`config.mk`:
```
export PLATFORM = sky130hd
export DESIGN_NAME = if_stage
export DESIGN_NICKNAME = d
export VERILOG_FILES = /design/src/rtl/if_stage.sv
export SDC_FILE = /design/constraint.sdc
export NUM_CORES = 1
export LEC_CHECK = 0
export ABC_AREA = 0
export CELL_PAD_IN_SITES_DETAIL_PLACEMENT = 1
export CELL_PAD_IN_SITES_GLOBAL_PLACEMENT = 1
export CORE_MARGIN = 2
export CORE_UTILIZATION = 45
export CTS_BUF_LIST = sky130_fd_sc_hd__clkbuf_2 sky130_fd_sc_hd__clkbuf_4 sky130_fd_sc_hd__clkbuf_8
export DETAILED_ROUTE_END_ITERATION = 10
export MAX_ROUTING_LAYER = met4
export PLACE_DENSITY_LB_ADDON = 0.1
export SETUP_SLACK_MARGIN = 0.3
export SLEW_MARGIN = 20
export SYNTH_ARGS = -nofsm -noshare
export SYNTH_HDL_FRONTEND = slang
export SYNTH_SLANG_ARGS = --single-unit
```
`constraint.sdc`:
```
create_clock -name clk -period 3.3 [get_ports clk]
set_input_delay 0.66 -clock clk [delete_from_list [all_inputs] [get_ports clk]]
set_output_delay 0.66 -clock clk [all_outputs]
set_load 0.02 [all_outputs]
```
`src/rtl/if_stage.sv`:
```
// Instruction fetch stage: one outstanding imem request, a one-entry hold buffer
// for responses that land during a stall, and branch redirect with response discard.
//
// state | meaning
// IDLE  | no request outstanding; may issue when the hold buffer is empty
// WAIT  | one request outstanding, its response is wanted
// DROP  | one request outstanding, its response will be discarded
module if_stage #(
   parameter logic [31:0] RESET_PC = 32'h0000_0000
) (
   input  logic        clk,
   input  logic        rst_n,
   input  logic        Branch,
   input  logic [31:0] BranchTarget,
   input  logic        Stall,
   output logic        imem_req,
   output logic [31:0] imem_addr,
   input  logic        imem_gnt,
   input  logic        imem_rvalid,
   input  logic [31:0] imem_rdata,
   output logic [31:0] IF_ID_PC,
   output logic [31:0] IF_ID_Instr,
   output logic        IF_ID_Valid
);

   typedef enum logic [1:0] {
      S_IDLE = 2'd0,
      S_WAIT = 2'd1,
      S_DROP = 2'd2
   } state_t;

   localparam logic [31:0] NOP = 32'h0000_0013;

   state_t      r_state;
   logic [31:0] r_pc;
   logic [31:0] r_req_pc;
   logic        r_hold_valid;
   logic [31:0] r_hold_pc;
   logic [31:0] r_hold_instr;

   logic        w_hs;
   logic        w_redirect;
   logic        w_resp;
   logic [31:0] w_target;

   assign imem_req   = (r_state == S_IDLE) && !r_hold_valid;
   assign imem_addr  = r_pc;
   assign w_hs       = imem_req && imem_gnt;
   assign w_redirect = Branch && !Stall && IF_ID_Valid;
   assign w_resp     = (r_state == S_WAIT) && imem_rvalid;
   assign w_target   = BranchTarget & 32'hFFFF_FFFC;

   always_ff @(posedge clk or negedge rst_n) begin
      if (!rst_n) begin
         r_state      <= S_IDLE;
         r_pc         <= RESET_PC;
         r_req_pc     <= 32'h0;
         r_hold_valid <= 1'b0;
         r_hold_pc    <= 32'h0;
         r_hold_instr <= NOP;
         IF_ID_PC     <= 32'h0;
         IF_ID_Instr  <= NOP;
         IF_ID_Valid  <= 1'b0;
      end else begin
         if (w_redirect)
            r_pc <= w_target;
         else if (w_hs)
            r_pc <= r_pc + 32'd4;

         if (w_hs)
            r_req_pc <= r_pc;

         case (r_state)
            S_IDLE: if (w_hs) r_state <= w_redirect ? S_DROP : S_WAIT;
            S_WAIT: begin
               if (imem_rvalid)
                  r_state <= S_IDLE;
               else if (w_redirect)
                  r_state <= S_DROP;
            end
            S_DROP: if (imem_rvalid) r_state <= S_IDLE;
            default: r_state <= S_IDLE;
         endcase

         // A stalled response parks in the hold buffer; it drains once Stall drops.
         if (w_redirect) begin
            r_hold_valid <= 1'b0;
         end else if (w_resp && Stall) begin
            r_hold_valid <= 1'b1;
            r_hold_pc    <= r_req_pc;
            r_hold_instr <= imem_rdata;
         end else if (!Stall) begin
            r_hold_valid <= 1'b0;
         end

         if (w_redirect) begin
            IF_ID_Valid <= 1'b0;
         end else if (!Stall) begin
            if (w_resp) begin
               IF_ID_PC    <= r_req_pc;
               IF_ID_Instr <= imem_rdata;
               IF_ID_Valid <= 1'b1;
            end else if (r_hold_valid) begin
               IF_ID_PC    <= r_hold_pc;
               IF_ID_Instr <= r_hold_instr;
               IF_ID_Valid <= 1'b1;
            end else begin
               IF_ID_Valid <= 1'b0;
            end
         end
      end
   end

endmodule

```
==> report_table.html, run 1 <==
<table>
<tr><th>Metric</th><th>Value</th></tr>
<tr><th colspan="2">Global routing</th></tr>
<tr><td>Global routing usage on met3</td><td>under 10%</td></tr>
<tr><td>Busiest metal layer after global routing</td><td>met2</td></tr>
<tr><td>Maximum number of pins on one net before global-route repair</td><td>65</td></tr>
<tr><td>Aggregate global routing overflow</td><td>0</td></tr>
<tr><td>Via count of the first global-routing pass</td><td>about 6300</td></tr>
<tr><td>Initial antenna violation count</td><td>0</td></tr>
<tr><td>Global-route usage over all layers</td><td>a little over a fifth</td></tr>
<tr><td>Met1 GRT Util</td><td>between 20% and 30%</td></tr>
<tr><td>GRT met2 Usage</td><td>34.9%</td></tr>
<tr><td>First-pass GRT wire length</td><td>between 30 and 40 mm</td></tr>
<tr><th colspan="2">Flow run</th></tr>
<tr><td>Max-cap violation count</td><td>0</td></tr>
<tr><th colspan="2">Setup path</th></tr>
<tr><td>RR Endpoint</td><td>imem_addr[31]</td></tr>
<tr><td>Number of cells on the worst reg-to-reg path</td><td>5</td></tr>
<tr><td>Kind of start point of the critical path</td><td>flip-flop</td></tr>
<tr><td>Critical path fanouts, max</td><td>4</td></tr>
<tr><td>Endpoint of the worst setup timing path</td><td>imem_req</td></tr>
<tr><td>Launching element of the worst setup path</td><td>r_hold_valid</td></tr>
<tr><td>Reg-to-reg setup timing slack</td><td>a little over 1 ns</td></tr>
<tr><td>Worst R2R Start</td><td>r_hold_valid</td></tr>
<tr><td>CP Class</td><td>flip-flop to primary output</td></tr>
<tr><td>Setup crit end kind</td><td>primary output</td></tr>
<tr><td>CP arrival</td><td>2.12 ns</td></tr>
<tr><td>CP Data Required Time</td><td>2.64 ns</td></tr>
<tr><th colspan="2">Synth</th></tr>
<tr><td>Post-Synthesis Cell Area</td><td>about 8100 µm²</td></tr>
<tr><td>Flop and latch count out of synthesis</td><td>about 190</td></tr>
<tr><td>Top area cells in the synthesized netlist</td><td>dfrtp_1 56%, nand2_1 8.9%, mux2_2 8.6%</td></tr>
<tr><td>Cells after Synth</td><td>~740</td></tr>
<tr><td>Distinct cell type count after synthesis</td><td>35</td></tr>
<tr><td>Seq/Total Area, Yosys</td><td>between 50% and 60%</td></tr>
<tr><td>Yosys top cell by area</td><td>dfrtp_1</td></tr>
<tr><td>Syn_area_per_cell</td><td>10.9 µm²</td></tr>
<tr><td>Portion of synthesized cell area occupied by the leading cell type</td><td>56.3%</td></tr>
<tr><td>Yosys synthesis warning count</td><td>0</td></tr>
<tr><th colspan="2">Final layout</th></tr>
<tr><td>Proportion of layout cells with a drive suffix above 1</td><td>a little over an eighth</td></tr>
<tr><td>Final #Nets</td><td>959</td></tr>
<tr><td>Antenna diode count</td><td>0</td></tr>
<tr><td>Top library cells by usage in the layout, fill and taps aside</td><td>191 x nand2_1, 182 x dfrtp_1, 160 x clkdlybuf4s50_1, 82 x o21ai_0, 63 x mux2i_1</td></tr>
<tr><td>Total area of multi-input combinational cells</td><td>approximately 3200 µm²</td></tr>
<tr><td>Area growth syn-to-layout</td><td>28.3%</td></tr>
<tr><td>Most common cell after layout, fill and taps aside</td><td>nand2_1</td></tr>
<tr><td>Sequential cell area</td><td>4710 µm²</td></tr>
<tr><td>Fillers</td><td>approximately 1900</td></tr>
<tr><th colspan="2">Routing</th></tr>
<tr><td>Antenna Violating Nets Remaining</td><td>0</td></tr>
<tr><td>Number of detailed-routing iterations run before antenna repair</td><td>4</td></tr>
<tr><td>Avg WL per Cell</td><td>approximately 17 µm</td></tr>
<tr><td>Total wirelength of the detailed-routed design</td><td>19.7 mm</td></tr>
<tr><td>Remaining routing DRC violations</td><td>0</td></tr>
<tr><td>Via density per instance</td><td>between 5 and 6</td></tr>
<tr><td>DR vias</td><td>5888</td></tr>
<tr><td>DRC violation total after the first TritonRoute iteration</td><td>182</td></tr>
<tr><th colspan="2">Timing</th></tr>
<tr><td>Number of endpoints failing setup at the final stage</td><td>0</td></tr>
<tr><td>RSZ-0062 raised after global routing</td><td>no</td></tr>
<tr><td>Fin Clk Skew</td><td>~0.011 ns</td></tr>
<tr><td>Clock period minus worst slack</td><td>2.78 ns</td></tr>
<tr><td>Max-slew violation count</td><td>0</td></tr>
<tr><td>Max Clk Rate</td><td>between 300 and 400 MHz</td></tr>
<tr><td>Share of the clock period used by the worst path after layout</td><td>84.2%</td></tr>
<tr><td>Least-Margin Pin Slew</td><td>around 1.0 ns</td></tr>
<tr><td>Final hold vios</td><td>0</td></tr>
<tr><td>Setup Total Neg Slack</td><td>0 ns</td></tr>
<tr><td>Rel. slew slack</td><td>30.0%</td></tr>
<tr><td>Worst Hold Margin</td><td>between 0.15 and 0.2 ns</td></tr>
<tr><th colspan="2">Clocking</th></tr>
<tr><td>Number of instances resized during post-cts repair</td><td>0</td></tr>
<tr><td>Clock tree root buffer cell</td><td>clkbuf_8</td></tr>
<tr><td>Clock tree from TritonCTS</td><td>yes</td></tr>
<tr><td>H-tree Lvls</td><td>4</td></tr>
<tr><td>Number of buffers inserted during clock tree synthesis</td><td>17</td></tr>
<tr><td>Worst-skew pair later-pin latency</td><td>approximately 0.47 ns</td></tr>
<tr><td>Post-CTS Setup Repair Bufs</td><td>0</td></tr>
<tr><td>CTS sink count</td><td>roughly 190</td></tr>
<tr><td>CTS max path bufs</td><td>2</td></tr>
<tr><td>Clock Pin Slew Worst Setup and Hold Paths</td><td>~0.090 ns</td></tr>
<tr><td>Number of buffers inserted for hold repair after clock tree synthesis</td><td>0</td></tr>
<tr><th colspan="2">Floorplanning</th></tr>
<tr><td>Vertical die dimension</td><td>between 100 and 150 µm</td></tr>
<tr><td>Die outline area</td><td>about 19000 µm²</td></tr>
<tr><td>Placeable core region</td><td>between 15000 and 20000 µm²</td></tr>
<tr><td>Die extent in x</td><td>about 140 µm</td></tr>
<tr><td>Number of top-level pins</td><td>168</td></tr>
<tr><td>Cell row count</td><td>49</td></tr>
<tr><td>Effective utilization at floorplan</td><td>between 40% and 50%</td></tr>
<tr><th colspan="2">Power and ir drop</th></tr>
<tr><td>Largest voltage drop on the vdd net</td><td>around 390 µV</td></tr>
<tr><td>Part of the power in the clock network</td><td>16.4%</td></tr>
<tr><td>Sequential share of power</td><td>between 40% and 50%</td></tr>
<tr><td>Total power of the final layout</td><td>between 9 and 10 mW</td></tr>
<tr><td>Sw Share</td><td>about 37%</td></tr>
<tr><td>Pleak</td><td>approximately 4.9 nW</td></tr>
<tr><td>Proportion of power drawn by combinational gates</td><td>~40%</td></tr>
<tr><td>Net switching power</td><td>between 3 and 4 mW</td></tr>
<tr><td>Power per standard cell area</td><td>between 900 and 1000 nW/µm²</td></tr>
<tr><td>Internal power contribution</td><td>between 6 and 7 mW</td></tr>
<tr><th colspan="2">Min path</th></tr>
<tr><td>Worst min-delay path category</td><td>input port to asynchronous set/reset pin</td></tr>
<tr><th colspan="2">Placement</th></tr>
<tr><td>Routability Congestion</td><td>~0.83</td></tr>
<tr><td>HPWL Detailed</td><td>14.0 mm</td></tr>
<tr><td>Port Buf Inserts</td><td>about 160</td></tr>
<tr><th colspan="2">Outcome</th></tr>
<tr><td>Outcome</td><td>complete, no violations</td></tr>
</table>
critical path, cell delays in order (launching register included):
cell and delay, ns:
dfrtp_1 0.44, nor3_1 0.50, clkdlybuf4s50_1 0.71
flip-flops by register name (all words and copies together) (netlist names):
register,cells
IF_ID_PC,30
r_hold_valid,1
IF_ID_Instr,32
IF_ID_Valid,1
r_hold_instr,32
r_req_pc,30
r_state,2
r_hold_pc,30
imem_addr,30
how the worst min path moves through the flow:
| stage | startpoint | to | slack, ns | depth (start not counted) |
|---|---|---|---|---|
| floorplan | rst_n | IF_ID_Instr[10] | 0.36 | 0 |
| global placement | IF_ID_Instr[13] | IF_ID_Instr[13] | 0.46 | 2 |
| detailed placement | IF_ID_PC[4] | IF_ID_PC[4] | 0.47 | 2 |
| CTS | rst_n | r_hold_instr[20] | 0.16 | 1 |
| global route | rst_n | r_hold_instr[20] | 0.17 | 1 |
| finish | rst_n | r_hold_instr[20] | 0.16 | 1 |
power groups by stage:
| stage | Clock, mW | Sequential (mW) | Combinational (mW) |
|---|---|---|---|
| 2_1_floorplan | 0 | 4.63 | 1.64 |
| 3_3_place_gp | 0 | 4.13 | 3.81 |
| 3_5_place_dp | 0 | 4.22 | 3.97 |
| 4_1_cts | 1.64 | 4.17 | 4.00 |
| 5_1_grt | 1.71 | 4.33 | 4.28 |
| 6_report | 1.59 | 4.17 | 3.92 |
Yosys cell counts (all sizes together):
master / number
conb: 1
a31oi: 3
xor2: 22
a21oi: 4
mux2: 62
clkbuf: 32
nand4: 10
o21ai: 89
nor3: 4
o21a: 1
dfstp: 6
and3: 6
nor2: 10
xnor2: 5
o22ai: 1
and2: 4
nand3: 13
or3: 1
mux2i: 63
dfrtp: 182
ha: 1
or4: 1
and4: 5
buf: 16
inv: 1
or4b: 1
and3b: 1
or2: 2
nand2: 192
layout make-up:
type | count | share of cell area (%)
inverters | 1 | 0.0362
flip-flops and latches | 188 | 45.4
well taps | 229 | 2.76
multi-input cells | 505 | 30.7
clock inverters | 11 | 1.37
clock buffers | 21 | 2.60
repair buffers | 175 | 17.1
through the flow:
stage / setup slack [ns] / std cells / util (%) / cell area [µm²]
2_1_floorplan: 1.13 / 742 / - / 8100
3_3_place_gp: 0.394 / 1098 / 56.0 / 9960
3_5_place_dp: 0.327 / 1098 / 56.0 / 9960
4_1_cts: 0.506 / 1130 / 58.4 / 10400
5_1_grt: 0.411 / 1130 / 58.4 / 10400
6_report: 0.522 / 1130 / 58.4 / 10400
kinds of logic (layout without fill, tap and decap cells):
kind of cell               count (synthesis)  count (layout)  synth area share, %
AOI/OAI and AO/OA                         98              98                 6.16
xor gates and xnor gates                  27              27                 2.92
adders and majority gates                  1               1                0.155
buffers and inverters                     49             208                 2.74
DFF                                      188             188                 58.3
muxes                                    125             125                 16.4
other                                      1               4               0.0464
and+or+nand+nor                          250             250                 13.3
routing by layer:
metal / share of wire, % / vias up
met5: 0 / -
met4: 1.2 / 0
met3: 3.7 / 18
met2: 48 / 131
met1: 47 / 2952
li1: - / 2787
(Power assumes the default switching activity.)
==> run 2, diff against run 1 <==
--- a/config.mk
+++ b/config.mk
@@ -9,7 +9,7 @@
 export CELL_PAD_IN_SITES_DETAIL_PLACEMENT = 1
 export CELL_PAD_IN_SITES_GLOBAL_PLACEMENT = 1
 export CORE_MARGIN = 2
-export CORE_UTILIZATION = 45
+export CORE_UTILIZATION = 41
 export CTS_BUF_LIST = sky130_fd_sc_hd__clkbuf_2 sky130_fd_sc_hd__clkbuf_4 sky130_fd_sc_hd__clkbuf_8
 export DETAILED_ROUTE_END_ITERATION = 10
 export MAX_ROUTING_LAYER = met4
==> constraint.sdc (replaced) <==
create_clock -name clk -period 2.8 [get_ports clk]
set_input_delay 0.56 -clock clk [delete_from_list [all_inputs] [get_ports clk]]
set_output_delay 0.56 -clock clk [all_outputs]
set_load 0.02 [all_outputs]
==> run 2 against run 1 <==
  * Clock skew up 0.0074 ns
  * Clock power up 8%
  * Register-to-register slack worse by 0.25 ns
  * Design area up 0.31%
  * Flip-flop and latch count unchanged
  * Critical path type unchanged
  * Die area up 9.5%
  * Worst hold slack worse by 0.011 ns
  * Sequential share of layout area down 0.14 points
  * Critical endpoint unchanged
==> report_table.html, run 2 (synthesized netlist as in run 1, its figures left out) <==
<table>
<tr><th>Metric</th><th>Value</th></tr>
<tr><th colspan="2">Outcome</th></tr>
<tr><td>Outcome</td><td>complete, no violations</td></tr>
<tr><th colspan="2">Placement</th></tr>
<tr><td>HPWL Detailed</td><td>14.1 mm</td></tr>
<tr><td>Number of placed instances with taps included</td><td>between 1000 and 1500</td></tr>
<tr><td>Place WS</td><td>approximately 0.13 ns</td></tr>
<tr><td>Port Buf Inserts</td><td>161</td></tr>
<tr><td>Routability Congestion</td><td>0.846</td></tr>
<tr><td>Placed cell area</td><td>10000 µm²</td></tr>
<tr><th colspan="2">Timing</th></tr>
<tr><td>Fin Clk Skew</td><td>0.0182 ns</td></tr>
<tr><td>Least-Margin Pin Slew</td><td>approximately 0.67 ns</td></tr>
<tr><td>RSZ-0062 raised after global routing</td><td>no</td></tr>
<tr><td>Number of endpoints failing setup at the final stage</td><td>0</td></tr>
<tr><td>Share of the clock period used by the worst path after layout</td><td>roughly 80%</td></tr>
<tr><td>Max Clk Rate</td><td>451 MHz</td></tr>
<tr><td>Setup Total Neg Slack</td><td>0 ns</td></tr>
<tr><td>Final hold vios</td><td>0</td></tr>
<tr><td>Max-slew violation count</td><td>0</td></tr>
<tr><td>Worst Hold Margin</td><td>about 0.15 ns</td></tr>
<tr><td>Rel. slew slack</td><td>55.1%</td></tr>
<tr><td>Clock period minus worst slack</td><td>about 2.2 ns</td></tr>
<tr><td>Worst setup margin</td><td>around 0.58 ns</td></tr>
<tr><th colspan="2">Global routing</th></tr>
<tr><td>GRT met2 Usage</td><td>about a third</td></tr>
<tr><td>Met1 GRT Util</td><td>between 20 and 30%</td></tr>
<tr><td>Via count of the first global-routing pass</td><td>roughly 6300</td></tr>
<tr><td>Global-route usage over all layers</td><td>approximately a fifth</td></tr>
<tr><td>Aggregate global routing overflow</td><td>0</td></tr>
<tr><td>First-pass GRT wire length</td><td>between 30 and 40 mm</td></tr>
<tr><td>Initial antenna violation count</td><td>0</td></tr>
<tr><td>Global routing usage on met3</td><td>just over 3%</td></tr>
<tr><td>Busiest metal layer after global routing</td><td>met2</td></tr>
<tr><td>Maximum number of pins on one net before global-route repair</td><td>126</td></tr>
<tr><th colspan="2">Floorplanning</th></tr>
<tr><td>Placeable core region</td><td>~19000 µm²</td></tr>
<tr><td>Effective utilization at floorplan</td><td>between 40% and 50%</td></tr>
<tr><td>Number of top-level pins</td><td>~170</td></tr>
<tr><td>Die extent in x</td><td>144 µm</td></tr>
<tr><td>Cell row count</td><td>51</td></tr>
<tr><td>Vertical die dimension</td><td>~140 µm</td></tr>
<tr><td>Die outline area</td><td>roughly 21000 µm²</td></tr>
<tr><th colspan="2">Setup path</th></tr>
<tr><td>Number of buffers and inverters on the critical path</td><td>1</td></tr>
<tr><td>Critical path fanouts, max</td><td>4</td></tr>
<tr><td>Setup crit end kind</td><td>primary output</td></tr>
<tr><td>Slowest cell on crit path</td><td>dfrtp_1</td></tr>
<tr><td>Cell class contributing the biggest share of worst-path delay</td><td>flip-flops</td></tr>
<tr><td>CP Class</td><td>flip-flop to primary output</td></tr>
<tr><td>CP Data Required Time</td><td>between 2 and 2.5 ns</td></tr>
<tr><td>Crit path cell chain</td><td>nor3_2, dlygate4sd2_1</td></tr>
<tr><td>Crit path largest cell delay</td><td>around 0.46 ns</td></tr>
<tr><td>CP arrival</td><td>between 1.5 and 2 ns</td></tr>
<tr><td>Kind of start point of the critical path</td><td>flip-flop</td></tr>
<tr><th colspan="2">Final layout</th></tr>
<tr><td>Final #Nets</td><td>~960</td></tr>
<tr><td>Most common cell after layout, fill and taps aside</td><td>nand2_1</td></tr>
<tr><td>Final Instance Count excl. Fillers</td><td>1168</td></tr>
<tr><td>Antenna diode count</td><td>0</td></tr>
<tr><td>Fillers</td><td>about 2100</td></tr>
<tr><td>Top library cells by usage in the layout, fill and taps aside</td><td>191 x nand2_1, 182 x dfrtp_1, 159 x clkdlybuf4s50_1, 82 x o21ai_0, 63 x mux2i_1</td></tr>
<tr><td>Proportion of layout cells with a drive suffix above 1</td><td>roughly 14%</td></tr>
<tr><td>Summed area of non-filler cells in the final layout</td><td>between 10000 and 15000 µm²</td></tr>
<tr><td>Sequential cell area</td><td>roughly 4700 µm²</td></tr>
<tr><td>Area growth syn-to-layout</td><td>28.7%</td></tr>
<tr><td>Total area of multi-input combinational cells</td><td>between 3000 and 4000 µm²</td></tr>
<tr><td>Largest registers</td><td>IF_ID_Instr x32, r_hold_instr x32</td></tr>
<tr><th colspan="2">Clocking</th></tr>
<tr><td>Worst-skew pair later-pin latency</td><td>between 0.4 and 0.5 ns</td></tr>
<tr><td>H-tree Lvls</td><td>4</td></tr>
<tr><td>CTS max path bufs</td><td>2</td></tr>
<tr><td>Number of buffers inserted for hold repair after clock tree synthesis</td><td>0</td></tr>
<tr><td>Clock tree from TritonCTS</td><td>yes</td></tr>
<tr><td>Clock Pin Slew Worst Setup and Hold Paths</td><td>~0.090 ns</td></tr>
<tr><td>Number of buffers inserted during clock tree synthesis</td><td>17</td></tr>
<tr><td>CTS sink count</td><td>188</td></tr>
<tr><td>Clock tree root buffer cell</td><td>clkbuf_8</td></tr>
<tr><th colspan="2">Power and ir drop</th></tr>
<tr><td>Pleak</td><td>4.89 nW</td></tr>
<tr><td>Power per standard cell area</td><td>~1100 nW/µm²</td></tr>
<tr><td>Largest voltage drop on the vdd net</td><td>approximately 430 µV</td></tr>
<tr><th colspan="2">Min path</th></tr>
<tr><td>Worst min-delay path category</td><td>input port to asynchronous set/reset pin</td></tr>
<tr><th colspan="2">Routing</th></tr>
<tr><td>Number of detailed-routing iterations run before antenna repair</td><td>6</td></tr>
<tr><td>Avg WL per Cell</td><td>17.4 µm</td></tr>
<tr><td>Total wirelength of the detailed-routed design</td><td>about 20 mm</td></tr>
<tr><td>Via density per instance</td><td>about 5.1</td></tr>
<tr><td>DR vias</td><td>between 5000 and 6000</td></tr>
<tr><td>Antenna Violating Nets Remaining</td><td>0</td></tr>
<tr><td>DRC violation total after the first TritonRoute iteration</td><td>about 280</td></tr>
<tr><td>Remaining routing DRC violations</td><td>0</td></tr>
<tr><th colspan="2">Flow run</th></tr>
<tr><td>Max-cap violation count</td><td>0</td></tr>
</table>
-- run 2: cell count changes in the layout (fill, tap and decap cells not counted), sizes merged --
cell,previous run,this run
dlygate4sd2,0,1
bufinv,3,1
clkdlybuf4s50,160,159
inv,2,1
buf,14,16
clkbuf,22,25
-- run 2: path summary, 6_finish.rpt --
check	from	end	slack, ns	depth (start not counted)
max	r_hold_valid	imem_req	0.58	2
min	rst_n	r_hold_instr[25]	0.15	1
max reg2reg	r_hold_valid	imem_addr[31]	0.76	6
min reg2reg	IF_ID_PC[2]	IF_ID_PC[2]	0.48	2
max in group asynchronous	rst_n	imem_addr[19]	1.88	2
min in group clk	IF_ID_PC[2]	IF_ID_PC[2]	0.48	2
-- run 2: area by class of cell --
cell class                      count  area share [%]
Sequential cell                   188            45.3
Multi-Input combinational cell    505            30.7
Timing Repair Buffer              177            17.3
Tap cell                          265            3.19
Clock buffer                       24            2.87
Clock inverter                      8           0.673
Inverter                            1          0.0361
-- run 2: through the flow --
step,util [%],total power [mW]
3_3_place_gp,51.7,9.40
2_1_floorplan,-,7.39
6_report,53.7,11.3
4_1_cts,53.7,11.4
5_1_grt,53.7,12.0
3_5_place_dp,51.7,9.68
-- run 2: repair_timing --
item                       in CTS  in global routing
setup endpoints to repair       1                  0
setup buffers                   0                  0
gates resized for setup         2                  0
-- run 2: where the power goes --
part	total [mW]	leakage (nW)	internal, mW	switching, mW
Clock	1.71	0.194	0.794	0.916
Combinational	4.63	2.34	2.25	2.38
Sequential	4.93	2.35	3.96	0.962
Total	11.3	4.89	7.01	4.26
-- run 2: per-layer routing --
layer  vias to the layer above  share of wire, %
met4                         0              0.95
met1                      3002                47
met3                        14               3.4
met5                         -                 0
li1                       2797                 -
met2                       135                49
-- run 2: worst reg2reg max path, stage by stage (launching register included) --
cell	delay, ns
dfrtp_1	0.46
or4b_1	0.62
nor3_4	0.19
buf_4	0.23
nand4_1	0.14
xor2_1	0.16
o21ai_0	0.16
